File: src/rtl/morra_cinese_param.sv
// rtl/morra_cinese_param.sv - parametrised rock-paper-scissors match controller
module morra_cinese_param #(
  parameter int CFG_W      = 4,
  parameter int MANCHE_MIN = 4,
  parameter int LEAD       = 2,
  parameter int NOREPEAT   = 1
) (
  input  logic             clk,
  input  logic             rst,
  input  logic             Inizia,
  input  logic [CFG_W-1:0] Config,
  input  logic [1:0]       Primo,
  input  logic [1:0]       Secondo,
  output logic [1:0]       Manche,
  output logic [1:0]       Partita
);

  // Largest round budget; counters and scores are sized so it never wraps.
  localparam int MAX_VAL = MANCHE_MIN + (1 << CFG_W) - 1;
  localparam int CNT_W   = $clog2(MAX_VAL + 1);
  localparam logic [CNT_W-1:0] MIN_C = CNT_W'(MANCHE_MIN);

  typedef enum logic [1:0] {
    S_IDLE = 2'd0,
    S_PLAY = 2'd1,
    S_END  = 2'd2
  } state_t;

  state_t           state_q, state_d;
  logic [1:0]       manche_q, manche_d;
  logic [1:0]       partita_q, partita_d;
  logic [CNT_W-1:0] max_q, max_d;
  logic [CNT_W-1:0] count_q, count_d;
  logic [CNT_W-1:0] s1_q, s1_d;
  logic [CNT_W-1:0] s2_q, s2_d;
  // No-repeat memory: valid flag, winner (0 = Primo, 1 = Secondo), winning move.
  logic             nr_valid_q, nr_valid_d;
  logic             nr_who_q, nr_who_d;
  logic [1:0]       nr_move_q, nr_move_d;

  logic             moves_ok;
  logic             p1_beats;
  logic             p2_beats;
  logic             repeat_hit;
  logic             round_ok;
  logic             end_hit;
  logic [CNT_W-1:0] cnt_inc;
  logic [CNT_W-1:0] s1_inc;
  logic [CNT_W-1:0] s2_inc;
  logic [CNT_W-1:0] lead_v;

  // Evaluate the current round and the post-update end condition.
  always_comb begin
    moves_ok = (Primo != 2'b00) && (Secondo != 2'b00);
    p1_beats = (Primo == 2'b01 && Secondo == 2'b11) ||
               (Primo == 2'b11 && Secondo == 2'b10) ||
               (Primo == 2'b10 && Secondo == 2'b01);
    p2_beats = (Secondo == 2'b01 && Primo == 2'b11) ||
               (Secondo == 2'b11 && Primo == 2'b10) ||
               (Secondo == 2'b10 && Primo == 2'b01);
    repeat_hit = 1'b0;
    if (NOREPEAT != 0 && nr_valid_q) begin
      repeat_hit = nr_who_q ? (Secondo == nr_move_q) : (Primo == nr_move_q);
    end
    round_ok = (state_q == S_PLAY) && moves_ok && !repeat_hit;
    cnt_inc  = count_q + CNT_W'(1);
    s1_inc   = s1_q + CNT_W'(p1_beats);
    s2_inc   = s2_q + CNT_W'(p2_beats);
    lead_v   = (s1_inc >= s2_inc) ? (s1_inc - s2_inc) : (s2_inc - s1_inc);
    end_hit  = round_ok &&
               ((cnt_inc == max_q) ||
                ((32'(cnt_inc) >= 32'(MANCHE_MIN)) && (32'(lead_v) >= 32'(LEAD))));
  end

  // Next-state logic; Inizia restarts the match from any state.
  always_comb begin
    state_d = state_q;
    if (Inizia) begin
      state_d = S_PLAY;
    end else begin
      case (state_q)
        S_PLAY:  if (end_hit) state_d = S_END;
        default: state_d = state_q;
      endcase
    end
  end

  // Output and datapath next values: scores, round count, memory, results.
  always_comb begin
    manche_d   = 2'b00;
    partita_d  = partita_q;
    max_d      = max_q;
    count_d    = count_q;
    s1_d       = s1_q;
    s2_d       = s2_q;
    nr_valid_d = nr_valid_q;
    nr_who_d   = nr_who_q;
    nr_move_d  = nr_move_q;
    if (Inizia) begin
      max_d      = MIN_C + CNT_W'(Config);
      count_d    = '0;
      s1_d       = '0;
      s2_d       = '0;
      nr_valid_d = 1'b0;
      nr_who_d   = 1'b0;
      nr_move_d  = 2'b00;
      partita_d  = 2'b00;
    end else if (round_ok) begin
      count_d = cnt_inc;
      s1_d    = s1_inc;
      s2_d    = s2_inc;
      if (p1_beats) begin
        manche_d   = 2'b01;
        nr_valid_d = 1'b1;
        nr_who_d   = 1'b0;
        nr_move_d  = Primo;
      end else if (p2_beats) begin
        manche_d   = 2'b10;
        nr_valid_d = 1'b1;
        nr_who_d   = 1'b1;
        nr_move_d  = Secondo;
      end else begin
        manche_d   = 2'b11;
        nr_valid_d = 1'b0;
      end
      if (end_hit) begin
        if (s1_inc > s2_inc)      partita_d = 2'b01;
        else if (s2_inc > s1_inc) partita_d = 2'b10;
        else                      partita_d = 2'b11;
      end
    end
  end

  // State and datapath registers with synchronous active-high reset.
  always_ff @(posedge clk) begin
    if (rst) begin
      state_q    <= S_IDLE;
      manche_q   <= 2'b00;
      partita_q  <= 2'b00;
      max_q      <= '0;
      count_q    <= '0;
      s1_q       <= '0;
      s2_q       <= '0;
      nr_valid_q <= 1'b0;
      nr_who_q   <= 1'b0;
      nr_move_q  <= 2'b00;
    end else begin
      state_q    <= state_d;
      manche_q   <= manche_d;
      partita_q  <= partita_d;
      max_q      <= max_d;
      count_q    <= count_d;
      s1_q       <= s1_d;
      s2_q       <= s2_d;
      nr_valid_q <= nr_valid_d;
      nr_who_q   <= nr_who_d;
      nr_move_q  <= nr_move_d;
    end
  end

  assign Manche  = manche_q;
  assign Partita = partita_q;

endmodule
File: config.mk
export PLATFORM = sky130hd
export DESIGN_NAME = morra_cinese_param
export DESIGN_NICKNAME = d
export VERILOG_FILES = /design/src/rtl/morra_cinese_param.sv
export SDC_FILE = /design/constraint.sdc
export NUM_CORES = 1
export LEC_CHECK = 0
export ABC_CLOCK_PERIOD_IN_PS = 6200
export CAP_MARGIN = 25
export CORE_ASPECT_RATIO = 1.75
export CORE_MARGIN = 2
export CORE_UTILIZATION = 65
export CTS_BUF_LIST = sky130_fd_sc_hd__clkbuf_4 sky130_fd_sc_hd__clkbuf_8
export CTS_CLUSTER_SIZE = 24
export DETAILED_ROUTE_END_ITERATION = 8
export PLACE_DENSITY = 0.84
export SYNTH_ARGS = -nofsm -noshare
export SYNTH_HDL_FRONTEND = slang
export SYNTH_SLANG_ARGS = --single-unit
File: constraint.sdc
create_clock -name clk -period 6.2 [get_ports clk]
set_clock_uncertainty 0.15 [all_clocks]
set_input_delay 0.62 -clock clk [delete_from_list [all_inputs] [get_ports clk]]
set_output_delay 0.62 -clock clk [all_outputs]
set_load 0.02 [all_outputs]
==> summary.txt <==
Logic synthesis
  – Simple-gate portion of the synthesized area: 20.1%
  – Post-synthesis cell area: around 2000 µm²
  – Post-synthesis xor/xnor area fraction: 14.9%
  – Yosys reg bits: 30
  – Post-synthesis adder-cell area fraction: approximately 11%
  – Post-synthesis compound-gate area fraction: ~12%
  – Cell variety after synth: 46
  – Syn Inst Count: 234
  – Syn avg cell area: 8.56 µm²
  – Syn_nets: roughly 260
  – Synth Warn #: 0
  – Largest family of logic cells by synthesized area: simple AND/OR/NAND/NOR gates
  – Sequential area share after synthesis: a little under a third
  – Mux contribution to synthesized area: 6.00%

Critical path
  – Worst r2r src: s1_q[0]$_SDFFE_PP0P_
  – Startpoint Class: input pin
  – Worst path slowest cell: clkdlybuf4s50_1
  – Critical path origin: Secondo[1]
  – Critical path's top delay family: adder cells
  – Crit Path Class: in -> reg
  – Critical Path AT: 4.28 ns
  – Critical Path End Type: register
  – Critical-path maximum fanout: 8
  – CP required: 6.23 ns
  – Critical Path Sink: Partita[1]$_SDFFE_PP0P_
  – Most used cell along the critical path: ha_1
  – R2R setup slack: just over 3 ns
  – R2R cell count: 13
  – R2R Path End: Partita[1]$_SDFFE_PP0P_
  – Crit-path cells: clkdlybuf4s50_1 -> nor2_1 -> nand2_1 -> o21ai_0 -> a22o_1 -> ha_1 -> ha_1 -> xnor2_1 -> inv_1 -> ha_1 -> a21oi_1 -> o21ai_1 -> maj3_2 -> a21oi_2 -> nand2b_2 -> mux2i_1 -> or2_4 -> o211a_1
  – Max stage delay on crit path: approximately 0.60 ns
  – Crit. path cell count: 18
  – Critical path buffers and inverters: 2

Clock tree
  – Root buf cell: clkbuf_8
  – Clock latency at the later pin of the worst-skew pair: approximately 0.28 ns
  – Clock sinks: 30
  – CTS tree: done
  – Setup repair bufs after CTS: 0
  – Hold Buf Count CTS: 0
  – Longest Clk Path Bufs: 2
  – Clock transition at path regs: roughly 0.07 ns
  – Cts repair resizes: 0
  – TritonCTS Buffers: 5
  – H-Tree Depth: 2

Run status
  – Status: complete, no violations

Global route
  – Largest net degree at the start of global routing: 21
  – First-pass GRT wire length: 6.71 mm
  – Remaining global-route overflow: 0
  – Initial antenna violation count: 0
  – Gr usage total: roughly 26%
  – Vias in the first global route: 1579

Pwr
  – Power Density: 206 nW/µm²
  – Pleak: 0.886 nW
  – Max IR drop VDD: 0.000200 V

Place
  – Port Buffers: 14
  – RePlAce Congestion: 0.927
  – Post-DP HPWL: 2.94 mm
  – Placed Cells: between 200 and 300
  – Place WS: 1.66 ns

Floorplanning
  – CORE AREA: between 2000 and 3000 µm²
  – Die area: 3560 µm²
  – Row count: 26
  – Die Width: 46.0 µm
  – Initial Utilization: 68.4%
  – Num ports: 15
  – Die Ht: 77.4 µm

Routing
  – First drt pass iteration count: 4
  – DRC: 0
  – Avg WL per Cell: 14.6 µm
  – Via/cell ratio: roughly 5.8
  – Final wirelength: 3.97 mm
  – Vias after detailed routing: roughly 1600
  – Iteration-0 DRC count of the detailed router: 23
  – Final ANT Viol Nets: 0

STA
  – Worst setup margin: 1.95 ns
  – Fin Hold WS: approximately 0.34 ns
  – Tightest Pin Transition: roughly 0.63 ns
  – Max Freq: 0.235 GHz
  – Normalized max-slew margin: 57.8%
  – Setup TNS: 0 ns
  – Post-layout minimum cycle time: 4.25 ns
  – Final Max Tran Viols: 0
  – Final worst-path cycle share: 68.6%
  – Endpoints failing hold: 0
  – RSZ-0062 raised after global routing: no
  – Setup violators final: 0

Layout
  – Finished Layout Cells: 272
  – # diodes: 0
  – Fraction of final layout cells with drive strength greater than 1: 9.43%
  – Area Overhead vs Synth: 11.4%
  – Nets: between 200 and 300

Hold path
  – Worst hold-check path type: reg -> reg

Job
  – Max cap viols: 0
[report_power, final]
part	switching (W)	internal, W	total, W	leakage (nW)
Sequential	0.00000335	0.000197	0.000200	0.243
Combinational	0.0000359	0.0000298	0.0000657	0.585
Clock	0.0000748	0.000118	0.000193	0.0579
[per-stage QoR]
stage	util (%)	total power, W	area, µm²
final	76.2	0.000459	2230
after global routing	76.2	0.000481	2230
after CTS	76.2	0.000463	2230
after detailed placement	72.5	0.000270	2120
after global placement	72.5	0.000268	2120
after floorplan	-	0.000252	2000
[cells in the mapped netlist, drive strengths merged]
cell type	instances	area, µm²
mux2i	12	120
fa	2	40.0
or3	1	6.26
a211oi	2	15.0
a21oi	10	53.8
nand2	10	37.5
a31oi	1	6.26
nor2	42	158
o31ai	1	12.5
o21a	2	15.0
a221oi	1	8.76
o211a	1	10.0
clkbuf	5	20.0
buf	8	42.5
a31o	1	8.76
o221a	2	22.5
nor3	4	25.0
nor3b	2	20.0
xor2	15	131
o2111ai	2	17.5
nand4	5	31.3
xnor2	17	168
a22o	1	8.76
o21ai	9	45.0
maj3	1	11.3
o22ai	2	12.5
o31a	1	8.76
nand3b	2	15.0
dfxtp	30	601
ha	14	175
nor2b	1	6.26
inv	12	45.0
nand2b	3	21.3
nand3	10	67.6
or2	2	15.0
[logic make-up after synthesis]
logic type	count (synthesis)
xor gates and xnor gates	32
AOI/OAI and AO/OA	36
DFF	30
and+or+nand+nor	82
buffers and inverters	25
adders and majority gates	17
muxes	12
[cell usage in the layout (no fill, tap or decap), types with 3 or more instances in the layout]
master / netlist / final
ha_1: 14 / 14
o21ai_0: 8 / 8
xnor2_1: 16 / 16
clkbuf_8: 0 / 5
a21oi_1: 9 / 9
nor2_1: 42 / 42
inv_1: 12 / 12
nand2_1: 10 / 10
nor3_1: 3 / 3
nand3_1: 8 / 8
xor2_1: 15 / 15
clkdlybuf4s50_1: 0 / 14
mux2i_1: 12 / 12
nand4_1: 5 / 5
dfxtp_1: 30 / 30
[cell type report]
| type | count | area, µm² |
|---|---|---|
| clock buffers | 5 | 68.8 |
| clock inverters | 3 | 40.0 |
| fillers | 217 | 697 |
| inverters | 12 | 45.0 |
| multi-input cells | 179 | 1290 |
| flip-flops and latches | 30 | 601 |
| well taps | 28 | 35.0 |
| repair buffers | 15 | 148 |
[state kept, by name (all words and copies together), names as in the netlist]
register    count
nr_move_q       2
nr_valid_q      1
Partita         2
s1_q            5
Manche          2
nr_who_q        1
s2_q            5
max_q           5
state_q         2
count_q         5
[layer usage]
layer  vias to the layer above  routed length (µm)  GRT usage, %
li1                        811                   -             -
met1                       740                1540          27.9
met2                        20                2220          43.3
met3                        12                  73          5.35
met4                         0                 138          13.4
met5                         -                   0             0
[worst reg2reg max path: stages (launching register included)]
cell and delay [ns]:
dfxtp_1 0.31, ha_1 0.24, ha_1 0.24, xnor2_1 0.19, inv_1 0.07, ha_1 0.39
a21oi_1 0.17, o21ai_1 0.12, maj3_2 0.33, a21oi_2 0.18, nand2b_2 0.09, mux2i_1 0.13
or2_4 0.25, o211a_1 0.21
[worst min path at each step]
stage | from | end | slack (ns) | depth (start not counted)
detailed placement | nr_valid_q$_SDFFE_PP0P_ | nr_valid_q$_SDFFE_PP0P_ | 0.33 | 2
global placement | nr_valid_q$_SDFFE_PP0P_ | nr_valid_q$_SDFFE_PP0P_ | 0.32 | 2
finish | Partita[0]$_SDFFE_PP0P_ | Partita[0]$_SDFFE_PP0P_ | 0.34 | 1
global route | Partita[0]$_SDFFE_PP0P_ | Partita[0]$_SDFFE_PP0P_ | 0.37 | 1
CTS | Partita[0]$_SDFFE_PP0P_ | Partita[0]$_SDFFE_PP0P_ | 0.34 | 1
floorplan | state_q[0]$_SDFFE_PP0P_ | state_q[0]$_SDFFE_PP0P_ | 0.29 | 2
Note: power is estimated with default switching activity, not from simulation.
